### config.mk
export PLATFORM = sky130hd
export DESIGN_NAME = fetch_unit
export DESIGN_NICKNAME = d
export VERILOG_FILES = /design/src/rtl/fetch_unit.sv
export SDC_FILE = /design/constraint.sdc
export NUM_CORES = 1
export LEC_CHECK = 0
export CORE_UTILIZATION = 33
export CTS_CLUSTER_SIZE = 20
export DETAILED_ROUTE_END_ITERATION = 8
export DONT_BUFFER_PORTS = 1
export GPL_TIMING_DRIVEN = 0
export MAX_ROUTING_LAYER = met4
export PLACE_DENSITY_LB_ADDON = 0.2
export SETUP_SLACK_MARGIN = 0.05
export SYNTH_ARGS = -nofsm -noshare
export SYNTH_HDL_FRONTEND = slang
export SYNTH_SLANG_ARGS = --single-unit
### constraint.sdc
create_clock -name clk -period 3.1 [get_ports clk]
set_clock_uncertainty 0.2 [all_clocks]
set_input_delay 0.31 -clock clk [delete_from_list [all_inputs] [get_ports clk]]
set_output_delay 0.31 -clock clk [all_outputs]
set_load 0.005 [all_outputs]
### src/rtl/fetch_unit.sv
// Instruction fetch stage: PC sequencing with branch redirect, stall hold and
// pending-redirect capture, driving a read-only instruction SRAM port.
module fetch_unit #(
    parameter logic [31:0] RESET_PC = 32'hBFBF_FFFC
) (
    input  logic        clk,
    input  logic        rst,
    input  logic [5:0]  stall,
    input  logic [32:0] br_bus,
    output logic [32:0] if_to_id_bus,
    output logic        inst_sram_en,
    output logic [3:0]  inst_sram_wen,
    output logic [31:0] inst_sram_addr,
    output logic [31:0] inst_sram_wdata,
    output logic        fetch_addr_err,
    output logic [31:0] fetch_count
);

    localparam int unsigned AW = 32;

    typedef enum logic [1:0] {
        S_RESET = 2'd0,
        S_RUN   = 2'd1,
        S_HOLD  = 2'd2
    } state_t;

    state_t          state_q;
    logic [AW-1:0]   pc_q;
    logic            ce_q;
    logic            pend_valid_q;
    logic [AW-1:0]   pend_addr_q;
    logic [AW-1:0]   fetch_count_q;

    logic            br_e;
    logic [AW-1:0]   br_addr;
    logic            stall_here;
    logic [AW-1:0]   pc_d;
    logic            unused_stall;

    assign br_e         = br_bus[32];
    assign br_addr      = br_bus[31:0];
    assign stall_here   = stall[0];
    assign unused_stall = ^stall[5:1];

    // Live redirect beats a pending one, which beats sequential fetch.
    always_comb begin
        pc_d = pc_q + AW'(4);
        if (br_e) begin
            pc_d = br_addr;
        end else if (pend_valid_q) begin
            pc_d = pend_addr_q;
        end
    end

    always_ff @(posedge clk) begin
        if (rst) begin
            state_q       <= S_RESET;
            pc_q          <= RESET_PC;
            ce_q          <= 1'b0;
            pend_valid_q  <= 1'b0;
            pend_addr_q   <= '0;
            fetch_count_q <= '0;
        end else begin
            if (ce_q && !stall_here) begin
                fetch_count_q <= fetch_count_q + AW'(1);
            end
            case (state_q)
                S_RESET, S_RUN: begin
                    if (stall_here) begin
                        state_q <= S_HOLD;
                    end else begin
                        state_q      <= S_RUN;
                        pc_q         <= pc_d;
                        ce_q         <= 1'b1;
                        pend_valid_q <= 1'b0;
                    end
                end
                S_HOLD: begin
                    if (stall_here) begin
                        // Latest redirect seen during the hold wins.
                        if (br_e) begin
                            pend_addr_q  <= br_addr;
                            pend_valid_q <= 1'b1;
                        end
                    end else begin
                        state_q      <= S_RUN;
                        pc_q         <= pc_d;
                        ce_q         <= 1'b1;
                        pend_valid_q <= 1'b0;
                    end
                end
                default: begin
                    state_q <= S_RESET;
                end
            endcase
        end
    end

    assign fetch_addr_err  = ce_q & (pc_q[1:0] != 2'b00);
    assign inst_sram_en    = ce_q & ~fetch_addr_err;
    assign inst_sram_addr  = pc_q;
    assign inst_sram_wen   = 4'b0000;
    assign inst_sram_wdata = 32'h0;
    assign if_to_id_bus    = {ce_q, pc_q};
    assign fetch_count     = fetch_count_q;

endmodule

## After elaboration in Yosys (flattened, before gate mapping)

Index checks and enable logic that the tools add are counted.

| storage, ports and cells | value |
|---|---|
| word-level logic and storage cells | 36 |
| register bits | 100 |
| input port bits | 41 |

| operators by class | value |
|---|---|
| $add $sub $neg | 2 |
| reduce and logical (&&, ||, !) cells | 10 |
| eq/ne operators | 5 |
| bitwise operators | 4 |
| mux-type cells | 9 |

Operator list:

| kind | number |
|---|---|
| $mux W32 | 2 |
| $add A32 B1 Y32 const B | 1 |
| $add A32 B3 Y32 const B | 1 |
| $reduce_and A3 Y1 | 2 |
| $mux W2 | 2 |
| $ne A2 B2 Y1 const B | 2 |
| $pmux W2 S2 | 1 |
| $reduce_bool A2 Y1 | 2 |
| $mux W1 | 3 |
| $ne A3 B3 Y1 const B | 1 |
| $reduce_or A3 Y1 | 1 |
| $and A1 B1 Y1 | 2 |
| $eq A2 B1 Y1 const B | 1 |
| $eq A2 B2 Y1 const B | 1 |
| $logic_not A2 Y1 | 1 |
| $not A1 Y1 | 2 |
| $pmux W1 S2 | 1 |
| $reduce_and A2 Y1 | 1 |
| $reduce_or A2 Y1 | 1 |
| $logic_and A1 B1 Y1 | 1 |
| $logic_not A1 Y1 | 1 |

## Depth between registers and ports, before layout

| logic depth | value |
|---|---|
| depth in word-level cells | 4 |
| gate-level depth with buffers | 8 |
| gate-level depth less buffers | 6 |

## Worst setup path before layout

No wires, ideal clock.

| path | value |
|---|---|
| path type | reg-to-reg |
| start | reg pc_q[2] (netlist: inst_sram_addr[2]) |
| end | reg pc_q[30] (netlist: inst_sram_addr[30]) |
| path slack | 1.015 ns |
| path buffers | 0 |
| cell stages (with the launch flop) | 7 |
| library setup time | 0.132 ns |
| arrival time | 1.753 ns |
| period minus slack after synthesis | 2.085 ns |
| cell sequence | dfxtp_1 -> ha_1 -> nand3_1 -> or4_1 -> o31a_1 -> o221ai_1 -> a21oi_1 |

| between the ends | value |
|---|---|
| word-level cells in the longest chain between the ends | 3 |

RTL lines:

| item | line | RTL |
|---|---|---|
| start: declaration | 28 | `logic [AW-1:0] pc_q;` |
| start signal: assignment | 73 | `pc_q <= pc_d;` |
| start signal: assignment | 87 | `pc_q <= pc_d;` |
| $add A32 B3 Y32 | 47 | `pc_d = pc_q + AW'(4);` |
| $mux W32 | 50 | `end else if (pend_valid_q) begin` |
| $mux W32 | 48 | `if (br_e) begin` |

Every way passes these cells.
A chain may end at the register's enable or synchronous reset.

## Worst setup path after layout

| path | value |
|---|---|
| start | reg pc_q[3] (netlist: inst_sram_addr[3]) |
| end | reg pc_q[24] (netlist: inst_sram_addr[24]) |

Same word-level chain as after synthesis.

==> metrics.txt <==
number of synthesized flops with an enable pin 0; cell count after synthesis 714; placer congestion estimate 0.883; end of the critical path inst_sram_addr[24]; average wire per standard cell 18.4 um; met2 Use GR 33.7%; slowest stage cell, crit path nor2_1; RSZ-0062 raised after global routing no; IO Pins 176; most numerous cell on the critical path nand3_1; CP peak stage delay 670 ps; YS warnings 0; clk buf depth 2; r2r startpoint inst_sram_addr[3]; first-pass GRT wire length 28.8 mm; setup slack, reg-to-reg 450 ps; TritonCTS Sinks 100; Async SR Flop Fraction 0%; Fin Hold WS 12.3 ps; Crit Path Category flip-flop to flip-flop; final antenna-violating net count 0; R2R cell count 6; port bufs 0; Startpoint Class flip-flop; clk_lat worst skew 360 ps; Tcrit/Tclk final 85.6%; H-tree depth 3; initial antenna violation count 0; Lkg Pwr 2.53 nW; Root Buffer clkbuf_16; Worst-path clk slew 70 ps; met1 Use GR 28.0%; combinational family with the most area after synthesis simple AND/OR/NAND/NOR gates; GRT Util Overall 22.3%; Die Width 132 um; DRT iter0 DRCs 414; largest net degree at the start of global routing 18; GR peak layer met2; Via Count 5384; post-synthesis sequential area ratio 36.0%; GR Overflow Total 0; diodes inserted 0; setup total negative slack 0 ps; vias in the first global route 4909; crit-path max FO 9; Die Height 132 um; HPWL Detailed 13.1 mm; worst vdd rail ir drop 0.273 mV; Synth Area per Inst 7.78 um2; Final setup viols 0; Max Cap Violations 0; drt pass-1 iters 5; # DRC 0; reg2reg end inst_sram_addr[24]; Fill cells 1775; crit path from inst_sram_addr[3]; final hold vios 0; Worst Hold Class primary input to flip-flop; Final nets 836; Syn-to-layout area delta 18.8%; Compound-Gate Fraction of Synth Area 18.0%; status finished, final reports clean; synth unique cells 58; Cell Chain, Critical Path ha_1 > nand3_1 > nor2_1 > nand3_1 > mux2i_1 > o311ai_0; core footprint 16500 um2; Pwr Density 477 nW/um2; die area 17400 um2; Initial Util 33.6%; Core Util, Final 40.0%; top achievable clock speed 377 MHz; Synth Area in Simple Gates 25.7%; crit path DAT 2710 ps; commonest non-fill, non-tap cell in the layout nand2_1; row count 47; #FFs+latches synth 100; Worst Path Required 3160 ps; post-synthesis mux area share 2.34%; Post-Synth Adder-Cell Area 0.450%; routing usage on met3 6.31%; Least-Margin Pin Slew 899 ps; CTS tree yes; max_slew headroom 39.9%; post-layout min period 2650 ps; CTS Buf Count 9; routed wire length 18.7 mm; xor-xnor portion of the synthesized cell area 4.73%; share of layout cells above drive strength 1 12.4%; commonest cells after routing, fill and taps aside nand2_1 (106), dfxtp_1 (100), buf_4 (70); via density per instance 5.29; Max Transition Viols Final 0; Synth Cell Area 5560 um2; Top FF cell, synth dfxtp_1; Crit. End Element flip-flop
## cell families (layout without fill, tap and decap cells)
group / count (synthesis) / in the layout
simple gates: 285 / 285
fa+ha+maj: 2 / 2
xor+xnor: 30 / 30
other cells: 1 / 36
buf+inv: 117 / 166
mux: 13 / 13
compound gates: 166 / 166
flops: 100 / 100
## layout make-up
| type | count | area (um2) | area share [%] |
|---|---|---|---|
| Inverter | 7 | 26.3 | 0.398 |
| Buffer | 110 | 679 | 10.3 |
| Clock buffer | 10 | 239 | 3.62 |
| Clock inverter | 6 | 70.1 | 1.06 |
| Multi-Input combinational cell | 532 | 2980 | 45.1 |
| Timing Repair Buffer | 33 | 330 | 5.00 |
| Sequential cell | 100 | 2000 | 30.3 |
| Tap cell | 220 | 275 | 4.17 |
## metrics by stage
stage	cell area [um2]	std cells	total power [mW]	setup slack, ps
final	6600	1018	3.15	447
after global routing	6600	1018	3.29	311
after CTS	6600	1018	3.16	530
after detailed placement	5960	969	1.93	542
after floorplan	5690	749	1.79	1010
after global placement	5960	969	1.92	527
## layer usage
layer,wire [um],part of all wire (%)
met5,0,0
met4,470,2.5
met3,1730,9.2
met2,8560,46
met1,7990,43
## synth_stat cells (3+ instances only)
master,instances,area [um2]
a21oi_1,66,330
xor2_1,22,193
clkbuf_1,34,128
mux2i_1,13,130
dfxtp_1,100,2000
and3_1,17,106
or4_1,3,22.5
nand3_1,23,115
buf_2,3,15.0
and4_1,7,61.3
o21a_1,3,22.5
and2_1,6,37.5
or3_1,8,50.1
nor4_1,7,43.8
inv_1,7,26.3
nor2_1,52,195
nand2_1,106,398
buf_1,3,11.3
a211oi_1,5,37.5
o221ai_1,4,35.0
a31oi_1,11,68.8
nand4_1,27,169
buf_4,70,526
o211ai_1,16,120
nor3_1,11,55.1
xnor2_1,8,70.1
and4b_1,3,30.0
o21ai_0,40,200
## power by group
part	internal [mW]	total, mW	switching [mW]
clock network	0.658	1.20	0.543
registers	1.33	1.41	0.0859
logic	0.229	0.533	0.304
## how the worst min path moves through the flow
stage | startpoint | end | slack, ps | cells after the start
2_1_floorplan | pend_addr_q[12] | pend_addr_q[12] | 230 | 2
3_3_place_gp | pend_addr_q[17] | pend_addr_q[17] | 240 | 2
3_5_place_dp | pend_addr_q[16] | pend_addr_q[16] | 240 | 2
4_1_cts | br_bus[16] | inst_sram_addr[16] | 0.8 | 2
5_1_grt | br_bus[26] | inst_sram_addr[26] | 30 | 2
6_report | br_bus[27] | inst_sram_addr[27] | 10 | 2
## critical path, delay by kind of cell, from the launching register on
family / cells / cell delay, ps
and+or+nand+nor: 3 / 1110
muxes: 1 / 160
DFF: 1 / 480
adders and majority gates: 1 / 290
AOI/OAI and AO/OA: 1 / 290
## flip-flops by register name, summed over array words and instances (netlist names)
register	cells
pend_valid_q	1
pend_addr_q	32
fetch_count	32
ce_q	1
state_q	2
inst_sram_addr	32
## timing repair
item / in CTS / in global routing
resized for setup: 0 / 0
endpoints found under the hold margin: 45 / 0
hold buffers: 33 / 0
setup buffers: 0 / 0
Note: power is estimated with default switching activity, not from simulation.
